`src/rtl/serial_add_sub.sv`:
```
// Multi-cycle add/subtract unit: processes the operands LSB-first, DIGIT bits per clock,
// behind a start/busy/done handshake, and registers sum, carry, overflow and zero.
module serial_add_sub #(
    parameter int WIDTH = 8,
    parameter int DIGIT = 2
) (
    input  logic             clk,
    input  logic             rst_n,
    input  logic             start,
    input  logic             mode,
    input  logic [WIDTH-1:0] a,
    input  logic [WIDTH-1:0] b,
    output logic             busy,
    output logic             done,
    output logic [WIDTH-1:0] sum,
    output logic             carry,
    output logic             overflow,
    output logic             zero
);

    localparam int N  = WIDTH / DIGIT;
    localparam int CW = (N > 1) ? $clog2(N) : 1;

    generate
        if (WIDTH < 2 || DIGIT < 1 || (WIDTH % DIGIT) != 0) begin : g_bad_params
            $error("serial_add_sub: WIDTH must be >= 2 and an integer multiple of DIGIT");
        end
    endgenerate

    typedef enum logic {IDLE, RUN} state_t;

    state_t           state, state_next;
    logic [WIDTH-1:0] a_sh, a_sh_next;
    logic [WIDTH-1:0] b_sh, b_sh_next;
    logic [WIDTH-1:0] res, res_next;
    logic             c, c_next_reg;
    logic [CW-1:0]    cnt, cnt_next;
    logic             busy_next, done_next;
    logic [WIDTH-1:0] sum_next;
    logic             carry_next, overflow_next, zero_next;

    logic [DIGIT-1:0] d;
    logic             c_next;
    logic             c_msb_in;
    logic [WIDTH-1:0] d_ext;
    logic [WIDTH-1:0] res_shift;
    logic             last;

    always_comb begin
        // NOTE: every variable gets a default before the case so no path leaves one
        // unassigned; otherwise synthesis infers a latch to hold the old value.
        {c_next, d} = {1'b0, a_sh[DIGIT-1:0]} + {1'b0, b_sh[DIGIT-1:0]} + {{DIGIT{1'b0}}, c};
        // Sum bit = a ^ b ^ carry-in, so the carry into the MSB falls out of the digit's top bit.
        c_msb_in    = d[DIGIT-1] ^ a_sh[DIGIT-1] ^ b_sh[DIGIT-1];
        d_ext       = '0;
        d_ext[DIGIT-1:0] = d;
        res_shift   = (res >> DIGIT) | (d_ext << (WIDTH - DIGIT));
        last        = (cnt == CW'(N - 1));

        state_next    = state;
        a_sh_next     = a_sh;
        b_sh_next     = b_sh;
        res_next      = res;
        c_next_reg    = c;
        cnt_next      = cnt;
        busy_next     = busy;
        done_next     = 1'b0;
        sum_next      = sum;
        carry_next    = carry;
        overflow_next = overflow;
        zero_next     = zero;

        case (state)
            IDLE: begin
                if (start) begin
                    a_sh_next  = a;
                    b_sh_next  = mode ? ~b : b;
                    c_next_reg = mode;
                    res_next   = '0;
                    cnt_next   = '0;
                    busy_next  = 1'b1;
                    state_next = RUN;
                end
            end
            RUN: begin
                a_sh_next  = a_sh >> DIGIT;
                b_sh_next  = b_sh >> DIGIT;
                res_next   = res_shift;
                c_next_reg = c_next;
                cnt_next   = cnt + CW'(1);
                if (last) begin
                    sum_next      = res_shift;
                    carry_next    = c_next;
                    overflow_next = c_msb_in ^ c_next;
                    zero_next     = (res_shift == '0);
                    done_next     = 1'b1;
                    busy_next     = 1'b0;
                    cnt_next      = '0;
                    state_next    = IDLE;
                end
            end
            default: state_next = IDLE;
        endcase
    end

    always_ff @(posedge clk) begin
        // NOTE: the shift registers are datapath state too, so they are cleared with the
        // flags; a reset mid-operation then leaves nothing stale behind.
        if (!rst_n) begin
            state    <= IDLE;
            a_sh     <= '0;
            b_sh     <= '0;
            res      <= '0;
            c        <= 1'b0;
            cnt      <= '0;
            busy     <= 1'b0;
            done     <= 1'b0;
            sum      <= '0;
            carry    <= 1'b0;
            overflow <= 1'b0;
            zero     <= 1'b0;
        end else begin
            // NOTE: non-blocking assignments so every register samples pre-edge values.
            state    <= state_next;
            a_sh     <= a_sh_next;
            b_sh     <= b_sh_next;
            res      <= res_next;
            c        <= c_next_reg;
            cnt      <= cnt_next;
            busy     <= busy_next;
            done     <= done_next;
            sum      <= sum_next;
            carry    <= carry_next;
            overflow <= overflow_next;
            zero     <= zero_next;
        end
    end

endmodule

```
`config.mk`:
```
export PLATFORM = sky130hd
export DESIGN_NAME = serial_add_sub
export DESIGN_NICKNAME = d
export VERILOG_FILES = /design/src/rtl/serial_add_sub.sv
export SDC_FILE = /design/constraint.sdc
export NUM_CORES = 1
export LEC_CHECK = 0
export BUFFER_PORTS_ARGS = -buffer_cell sky130_fd_sc_hd__buf_2
export CAP_MARGIN = 20
export CORE_UTILIZATION = 45
export DETAILED_ROUTE_END_ITERATION = 7
export GPL_TIMING_DRIVEN = 0
export PLACE_DENSITY = 0.68
export SYNTH_ARGS = -nofsm -noshare
export SYNTH_HDL_FRONTEND = slang
export SYNTH_SLANG_ARGS = --single-unit
```
`constraint.sdc`:
```
create_clock -name clk -period 5.8 [get_ports clk]
set_input_delay 0.29 -clock clk [delete_from_list [all_inputs] [get_ports clk]]
set_output_delay 0.29 -clock clk [all_outputs]
set_load 0.03 [all_outputs]
```
==> reports/metrics.csv, run 1 <==
stage,metric,value,unit
clock_network,root_driver,clkbuf_8,
layout,mostFrequentLayoutCell,dfxtp_1,
clock_network,cts_resized,0,
floorplan,initial_core_util,47.9,%
outcome,run_status,finished clean,
pwr,power.share.switching,24.3,%
global_routing,overflow,0,
synthesis,yosys_register_bits,39,
floorplan,chipHeight,64.9,um
clock_network,tritoncts,done,
critical_path,timing.rr.end,zero,
min_path,hp-class,in -> reg,
synthesis,yosys.cell_types.count,33,
critical_path,cp_cell_sequence,"inv_1, fa_1, inv_1, fa_1, nor4b_1, nand3_1, a21boi_0",
clock_network,clock_insertion_delay_worst_skew,0.29,ns
critical_path,endpoint_kind,register,
critical_path,timing_worst_setup_path_type,reg -> reg,
synthesis,synth_flop_cell,dfxtp_1,
layout,fin_util,56.3,%
synthesis,syn-cell-area,1780,um^2
min_path,worst_hold_startpoint,a[7],
place,port_buffers,30,
min_path,timing.hold.worst_path_depth,3,
pwr,proportion_of_power_drawn_by_flip_flops_and_latches,51.3,%
place,detailed_placer_s_ending_hpwl,2370,um
synthesis,ys_warn_count,0,
floorplan,floorplan.io_pins,33,
synthesis,number_of_flops_mapped_to_enable_cells_by_yosys,0,
sta,worstMarginPinSlew,0.458,ns
layout,final-instance-count-excl-fill,275,
sta,timing.final.hold_violations,0,
global_routing,antenna_found_initial,0,
drt,postRouteAntennaNets,0,
global_routing,grt_max_degree,12,
sta,finalCritPeriodShare,35.8,%
layout,nNetsFinal,249,
synthesis,yosysSeqAreaShare,43.9,%
floorplan,die_w,64.9,um
place,place_inst,267,
pwr,p_per_cell_area,266,nW/um^2
drt,drtIter0Drc,71,
critical_path,worst_setup_path_startpoint,a_sh[0],
pwr,intPower,0.000421,W
global_routing,wire_length_of_the_first_global_routing_pass,5800,um
sta,setup_total_negative_slack,0,ns
place,gp_congestion,0.729,
critical_path,ff2ff_setup_slack,3.72,ns
critical_path,critical_path_required,6.02,ns
job,drv.max_cap_violation_count,0,
pwr,static-leakage-power,0.888,nW
critical_path,reg2reg_from,a_sh[0],
critical_path,timing.critical_path.arrival,2.30,ns
clock_network,h_tree_level_count,2,
drt,route.vias.total,1366,
critical_path,reg2reg_depth,7,
clock_network,post_cts_buffers,0,
layout,area_growth,17.4,%
critical_path,worst_setup_path_start_kind,register,
drt,drt_first_pass_iters,4,
clock_network,clk_path_buf_depth,2,
sta,fmax,482,MHz
synthesis,share_of_flip_flops_with_an_asynchronous_set_or_reset,0,%
drt,avgViaCountPerCell,4.97,
floorplan,placeableCoreArea,3720,um^2
layout,drive_gt1_share,22.5,%
floorplan,floorplan.rows,22,
sta,unrepaired_setup_endpoints_after_global_routing,no,
floorplan,design.die.area,4210,um^2
synthesis,syn-instance-count,189,
clock_network,tritoncts.num_buffers,5,
clock_network,path_clk_slew,0.07,ns
critical_path,critPathSlowestCell,fa_1,
critical_path,timing.critical_path.slowest_cell_delay,0.49,ns
clock_network,cts_hold_repair.buffers,0,
drt,drc,0,
global_routing,grt_use_total,18.4,%
critical_path,path_max_fanout,4,
clock_network,number_of_clock_sinks,39,
pwr,power.ir.vdd_worst,0.221,mV
pwr,power.clock.fraction,36.2,%
drt,postRouteWirelength,3370,um
sta,min_period,2.08,ns
sta,setup_viol,0,
sta,timing.clock.skew,0.00361,ns
sta,worst_slew_margin,69.5,%
pwr,power.share.combinational,12.6,%
layout,antenna_diode_count,0,
layout,layout_fillers,357,
synthesis,synthesis.area_per_instance,9.42,um^2
pwr,power.switching,0.000135,W
layout,multi_input_comb_area,880,um^2
layout,sequential_cell_area,781,um^2
global_routing,number_of_global_route_vias_before_repair,1300,
synthesis,syn_nets,212,
min_path,hold_ep,a_sh[7],
drt,detail_route.wl_per_cell,12.3,um
pwr,design_power_total,0.000557,W
layout,commonest_cells_after_routing_fill_and_taps_aside,"dfxtp_1 (39), buf_2 (33), nand2_1 (25)",
sta,timing.final.max_slew_violations,0,
-- worst max-delay path: cells and delay by family (launching register included) --
| kind | cells | cell delay [ns] |
|---|---|---|
| AOI/OAI and AO/OA | 1 | 0.15 |
| adders and majority gates | 2 | 0.89 |
| and+or+nand+nor | 2 | 0.47 |
| buffers and inverters | 2 | 0.15 |
| DFF | 1 | 0.34 |
-- metal layers --
| metal | wire, um | GRT usage, % | vias up |
|---|---|---|---|
| met2 | 1570 | 29.7 | 30 |
| met3 | 150 | 6.51 | 5 |
| met5 | 0 | 0 | - |
| met4 | 34 | 5.56 | 0 |
| li1 | - | - | 710 |
| met1 | 1620 | 22.7 | 621 |
-- power groups by stage --
stage,registers [W],clock network (W),logic [W]
floorplan,0.000291,0,0.0000508
global placement,0.000291,0,0.0000690
detailed placement,0.000292,0,0.0000702
CTS,0.000285,0.000203,0.0000707
global route,0.000287,0.000220,0.0000782
finish,0.000285,0.000201,0.0000699
-- how the worst max path moves through the flow --
stage | cells after the start | slack (ns) | endpoint
after floorplan | 7 | 3.98 | zero
after global placement | 7 | 3.78 | zero
after detailed placement | 7 | 3.72 | zero
after CTS | 7 | 3.70 | zero
after global routing | 7 | 3.49 | zero
final | 7 | 3.72 | zero
-- state kept, by name, summed over array words and instances (netlist names) --
name and flops:
res 6, carry 1, cnt 2, busy 1
b_sh 8, done 1, state 1, zero 1
sum 8, c 1, overflow 1, a_sh 8
-- cell usage after synthesis, drive strengths merged, types with 2 or more instances --
library cell / instances / share of area (%)
nor3b: 8 / 3.7
a21boi: 9 / 3.8
nand3: 7 / 2.0
a211oi: 2 / 0.84
inv: 4 / 0.84
o21ai: 14 / 3.9
nand2: 26 / 5.6
buf: 12 / 5.7
a21oi: 8 / 2.2
nor2b: 10 / 3.5
dfxtp: 39 / 44
xnor2: 5 / 2.5
fa: 2 / 2.2
and2: 8 / 2.9
nor2: 5 / 1.1
mux2i: 16 / 9.0
xor2: 6 / 3.0
-- cell families after synthesis --
| group | Yosys count | synth area share [%] |
|---|---|---|
| compound gates | 35 | 11.8 |
| xor+xnor | 11 | 5.41 |
| fa+ha+maj | 3 | 2.95 |
| buf+inv | 17 | 6.74 |
| flops | 39 | 43.9 |
| mux | 16 | 8.99 |
| simple gates | 68 | 20.2 |
-- through the flow --
stage | setup WS (ns) | instance area (um^2) | hold WS, ns
3_3_place_gp | 3.78 | 1990 | 0.440
4_1_cts | 3.70 | 2090 | 0.255
3_5_place_dp | 3.72 | 1990 | 0.446
2_1_floorplan | 3.98 | 1780 | 0.437
5_1_grt | 3.49 | 2090 | 0.278
6_report | 3.72 | 2090 | 0.248
-- layout make-up --
type,count,share of cell area [%]
Multi-Input combinational cell,133,42.1
Sequential cell,39,37.3
Timing Repair Buffer,30,7.18
Buffer,13,5.03
Clock buffer,8,4.79
Tap cell,48,2.87
Inverter,4,0.718
(Power assumes the default switching activity.)
==> inputs of run 2 (changes only) <==
--- a/config.mk
+++ b/config.mk
@@ -5,12 +5,13 @@
 export SDC_FILE = /design/constraint.sdc
 export NUM_CORES = 1
 export LEC_CHECK = 0
+export ABC_AREA = 1
 export BUFFER_PORTS_ARGS = -buffer_cell sky130_fd_sc_hd__buf_2
 export CAP_MARGIN = 20
 export CORE_UTILIZATION = 45
 export DETAILED_ROUTE_END_ITERATION = 7
 export GPL_TIMING_DRIVEN = 0
-export PLACE_DENSITY = 0.68
+export PLACE_DENSITY = 0.71
 export SYNTH_ARGS = -nofsm -noshare
 export SYNTH_HDL_FRONTEND = slang
 export SYNTH_SLANG_ARGS = --single-unit
==> constraint.sdc (replaced) <==
create_clock -name clk -period 1.7 [get_ports clk]
set_input_delay 0.085 -clock clk [delete_from_list [all_inputs] [get_ports clk]]
set_output_delay 0.085 -clock clk [all_outputs]
set_load 0.03 [all_outputs]
==> run 2 against run 1 <==
The flow now finishes with violations (negative setup slack). Wire length increased by 0.53%. Critical path depth increased by 3. Die area decreased by 2.1%. Register-to-register slack got worse by 3.8 ns. Combinational power increased to 3.3 times the previous value. Synthesized cell count increased by 33%. Critical endpoint is now overflow. Highest routed layer unchanged.
==> reports/metrics.csv, run 2 <==
stage,metric,value,unit,change
sta,min_period,1.75,ns,was 2.08 ns
place,placement.cell_area,1970,um^2,was 1990 um^2
global_routing,antenna_found_initial,0,,unchanged
synthesis,synth.area.top_cells,"dfxtp_1 (45%), nand2_1 (23%), inv_1 (6.3%), a21oi_1 (5.2%), nand3_1 (3.2%)",,"was dfxtp_1 (44%), mux2i_1 (9.0%), nand2_1 (5.3%), buf_6 (3.8%), nor2b_1 (3.5%)"
synthesis,synth.area.mux_share,0,%,was 9.00%
layout,commonest_cells_after_routing_fill_and_taps_aside,"nand2_1 (106), dfxtp_1 (37), buf_2 (36)",,"was dfxtp_1 (39), buf_2 (33), nand2_1 (25)"
sta,fin_hold_ws,0.0316,ns,was 0.248 ns
synthesis,number_of_flops_mapped_to_enable_cells_by_yosys,0,,unchanged
pwr,power.ir.vdd_worst,0.335,mV,was 0.221 mV
clock_network,clock_insertion_delay_worst_skew,0.29,ns,about the same
critical_path,timing.critical_path.arrival,1.94,ns,was 2.30 ns
pwr,power.share.switching,26.4,%,was 24.3%
floorplan,design.die.area,4120,um^2,was 4210 um^2
synthesis,syn_nets,274,,was 212
layout,nNetsFinal,315,,was 249
synthesis,yosys.cell_count.top_type,nand2_1,,was dfxtp_1
synthesis,combinational_family_with_the_most_area_after_synthesis,simple AND/OR/NAND/NOR gates,,unchanged
clock_network,clk_path_buf_depth,2,,unchanged
drt,drtIter0Drc,77,,was 71
layout,drive_gt1_share,22.5,%,about the same
critical_path,timing_worst_setup_path_type,reg -> reg,,unchanged
pwr,power.clock.fraction,33.2,%,was 36.2%
synthesis,yosys_register_bits,39,,unchanged
min_path,timing.hold.worst_path_depth,3,,unchanged
critical_path,critical_path_required,1.89,ns,was 6.02 ns
clock_network,number_of_clock_sinks,39,,unchanged
sta,finalCritPeriodShare,103,%,was 35.8%
synthesis,synth_largest_area_cell,dfxtp_1,,unchanged
sta,postLayoutSetupSlackWorst,-0.0514,ns,was 3.72 ns
pwr,power.switching,0.000476,W,was 0.000135 W
clock_network,path_clk_slew,0.07,ns,about the same
critical_path,reg2reg_depth,10,,was 7
floorplan,floorplan.io_pins,33,,unchanged
global_routing,overflow,0,,unchanged
drt,avgViaCountPerCell,4.62,,was 4.97
drt,route.vias.total,1576,,"was 1,366"
synthesis,ys_warn_count,0,,unchanged
layout,layout_fillers,397,,was 357
sta,fmax,571,MHz,was 482 MHz
layout,antenna_diode_count,0,,unchanged
clock_network,root_driver,clkbuf_8,,unchanged
sta,timing.clock.skew,0.00338,ns,was 0.00361 ns
place,detailed_placer_s_ending_hpwl,2490,um,was 2370 um
place,gp_congestion,0.777,,was 0.729
synthesis,synthesis.area_per_instance,6.94,um^2,was 9.42 um^2
drt,drc,0,,unchanged
pwr,design_power_total,0.00180,W,was 0.000557 W
outcome,run_status,"finished, violations left",,was finished clean
min_path,hold_ep,a_sh[7],,unchanged
synthesis,syn-instance-count,251,,was 189
clock_network,h_tree_level_count,2,,unchanged
sta,unrepaired_setup_endpoints_after_global_routing,yes,,was no
min_path,worst_hold_startpoint,a[7],,unchanged
sta,timing.final.hold_violations,0,,unchanged
drt,drt_first_pass_iters,4,,unchanged
critical_path,worst_setup_path_start_kind,register,,unchanged
sta,setup_viol,1,,was 0
floorplan,chipHeight,64.2,um,was 64.9 um
floorplan,initial_core_util,47.2,%,was 47.9%
pwr,intPower,0.00132,W,was 0.000421 W
global_routing,wire_length_of_the_first_global_routing_pass,6180,um,was 5800 um
synthesis,xor_xnor_cell_area_share_of_the_yosys_netlist,0,%,was 5.41%
synthesis,synth-compound-area-share,10.6,%,was 11.8%
min_path,hp-class,in -> reg,,unchanged
critical_path,path_max_fanout,5,,was 4
synthesis,synth-adder-area-share,3.02,%,was 2.95%
drt,postRouteAntennaNets,0,,unchanged
drt,postRouteWirelength,3390,um,was 3370 um
synthesis,share_of_flip_flops_with_an_asynchronous_set_or_reset,0,%,unchanged
sta,timing.final.max_slew_violations,0,,unchanged
pwr,p_per_cell_area,869,nW/um^2,was 266 nW/um^2
outcome,failed_checks,negative setup slack,,
synthesis,syn-cell-area,1740,um^2,was 1780 um^2
pwr,power.share.combinational,13.0,%,was 12.6%
synthesis,yosysSeqAreaShare,44.8,%,was 43.9%
floorplan,placeableCoreArea,3690,um^2,was 3720 um^2
synthesis,yosys.cell_types.count,21,,was 33
critical_path,reg2reg_from,c,,was a_sh[0]
sta,worst_slew_margin,68.1,%,was 69.5%
critical_path,ff2ff_setup_slack,-0.05,ns,was 3.72 ns
place,port_buffers,32,,was 30
drt,detail_route.wl_per_cell,9.95,um,was 12.3 um
global_routing,grt_max_degree,13,,was 12
critical_path,timing.rr.end,overflow,,was zero
layout,layout_top_registers,"a_sh x8, b_sh x8, sum x8",,unchanged
layout,mostFrequentLayoutCell,nand2_1,,was dfxtp_1
clock_network,tritoncts.num_buffers,5,,unchanged
sta,worstMarginPinSlew,0.478,ns,was 0.458 ns
layout,final_cell_area,2070,um^2,was 2090 um^2
global_routing,grt_use_total,19.7,%,was 18.4%
global_routing,number_of_global_route_vias_before_repair,1468,,"was 1,300"
synthesis,ys_top_cells_by_count,"nand2_1 (107), dfxtp_1 (39), inv_1 (29)",,"was dfxtp_1 (39), nand2_1 (25), mux2i_1 (16)"
floorplan,die_w,64.2,um,was 64.9 um
clock_network,tritoncts,done,,unchanged
critical_path,endpoint_kind,register,,unchanged
pwr,static-leakage-power,1.05,nW,was 0.888 nW
floorplan,floorplan.rows,22,,unchanged
job,drv.max_cap_violation_count,0,,unchanged
pwr,proportion_of_power_drawn_by_flip_flops_and_latches,53.8,%,was 51.3%
layout,area_growth,18.9,%,was 17.4%
synthesis,post_synth_simple_gate_area,31.1,%,was 20.2%
synthesis,synth.top_cell.area_share,44.8,%,was 43.9%
synthesis,synth_flop_cell,dfxtp_1,,unchanged
## run 2: timing repair
action | CTS | global route
hold endpoints to repair | 0 | 0
resized for setup | 4 | 0
hold buffers | 0 | 0
setup endpoints to repair | 2 | 2
buffers inserted | 1 | 1
pin swaps | 2 | 0
## run 2: cell families after synthesis
family	count (synthesis)
compound gates	33
flops	39
fa+ha+maj	3
buf+inv	42
simple gates	134
## run 2: power by group through the flow
stage / Combinational [W] / Sequential [W] / Clock [W]
global route: 0.000271 / 0.000973 / 0.000662
global placement: 0.000222 / 0.000988 / 0
floorplan: 0.000158 / 0.000989 / 0
detailed placement: 0.000227 / 0.000989 / 0
finish: 0.000233 / 0.000969 / 0.000598
CTS: 0.000232 / 0.000968 / 0.000621
## run 2: per-stage QoR
step | std cells | utilization, % | setup slack (ns) | setup TNS [ns]
2_1_floorplan | 251 | - | 0.00332 | 0
3_3_place_gp | 331 | 53.3 | -0.0853 | -0.0853
3_5_place_dp | 331 | 53.3 | -0.130 | -0.130
4_1_cts | 340 | 55.9 | -0.0663 | -0.0663
5_1_grt | 341 | 56.1 | -0.135 | -0.191
6_report | 341 | 56.1 | -0.0514 | -0.0514
## run 2: worst max-delay path, cell delays in order, from the launching register on
cell	delay [ns]
dfxtp_2	0.34
inv_2	0.04
fa_2	0.38
inv_2	0.06
fa_2	0.47
nand2_2	0.10
inv_2	0.03
nor2_1	0.07
nand2_1	0.06
nand3_1	0.07
nand2_1	0.05
## run 2: how the worst max path moves through the flow
stage / startpoint / to / depth (start not counted)
after floorplan: c / overflow / 10
after global placement: c / overflow / 10
after detailed placement: c / overflow / 10
after CTS: c / overflow / 10
after global routing: c / overflow / 10
final: c / overflow / 10
## run 2: layer usage
| metal | global-route usage (%) | part of all wire [%] |
|---|---|---|
| met2 | 33.4 | 46 |
| met3 | 6.07 | 3.7 |
| met4 | 9.17 | 2.2 |
| met1 | 22.6 | 48 |
| met5 | 0 | 0 |
## run 2: layout make-up
type	instances	area [um^2]	share of cell area (%)
clock inverter	3	15.0	0.725
buffer	9	57.6	2.78
clock buffer	5	68.8	3.32
tap	48	60.1	2.90
inverter	33	124	5.98
timing repair buffer	34	175	8.46
multi-input combinational	170	787	38.0
sequential	39	783	37.8
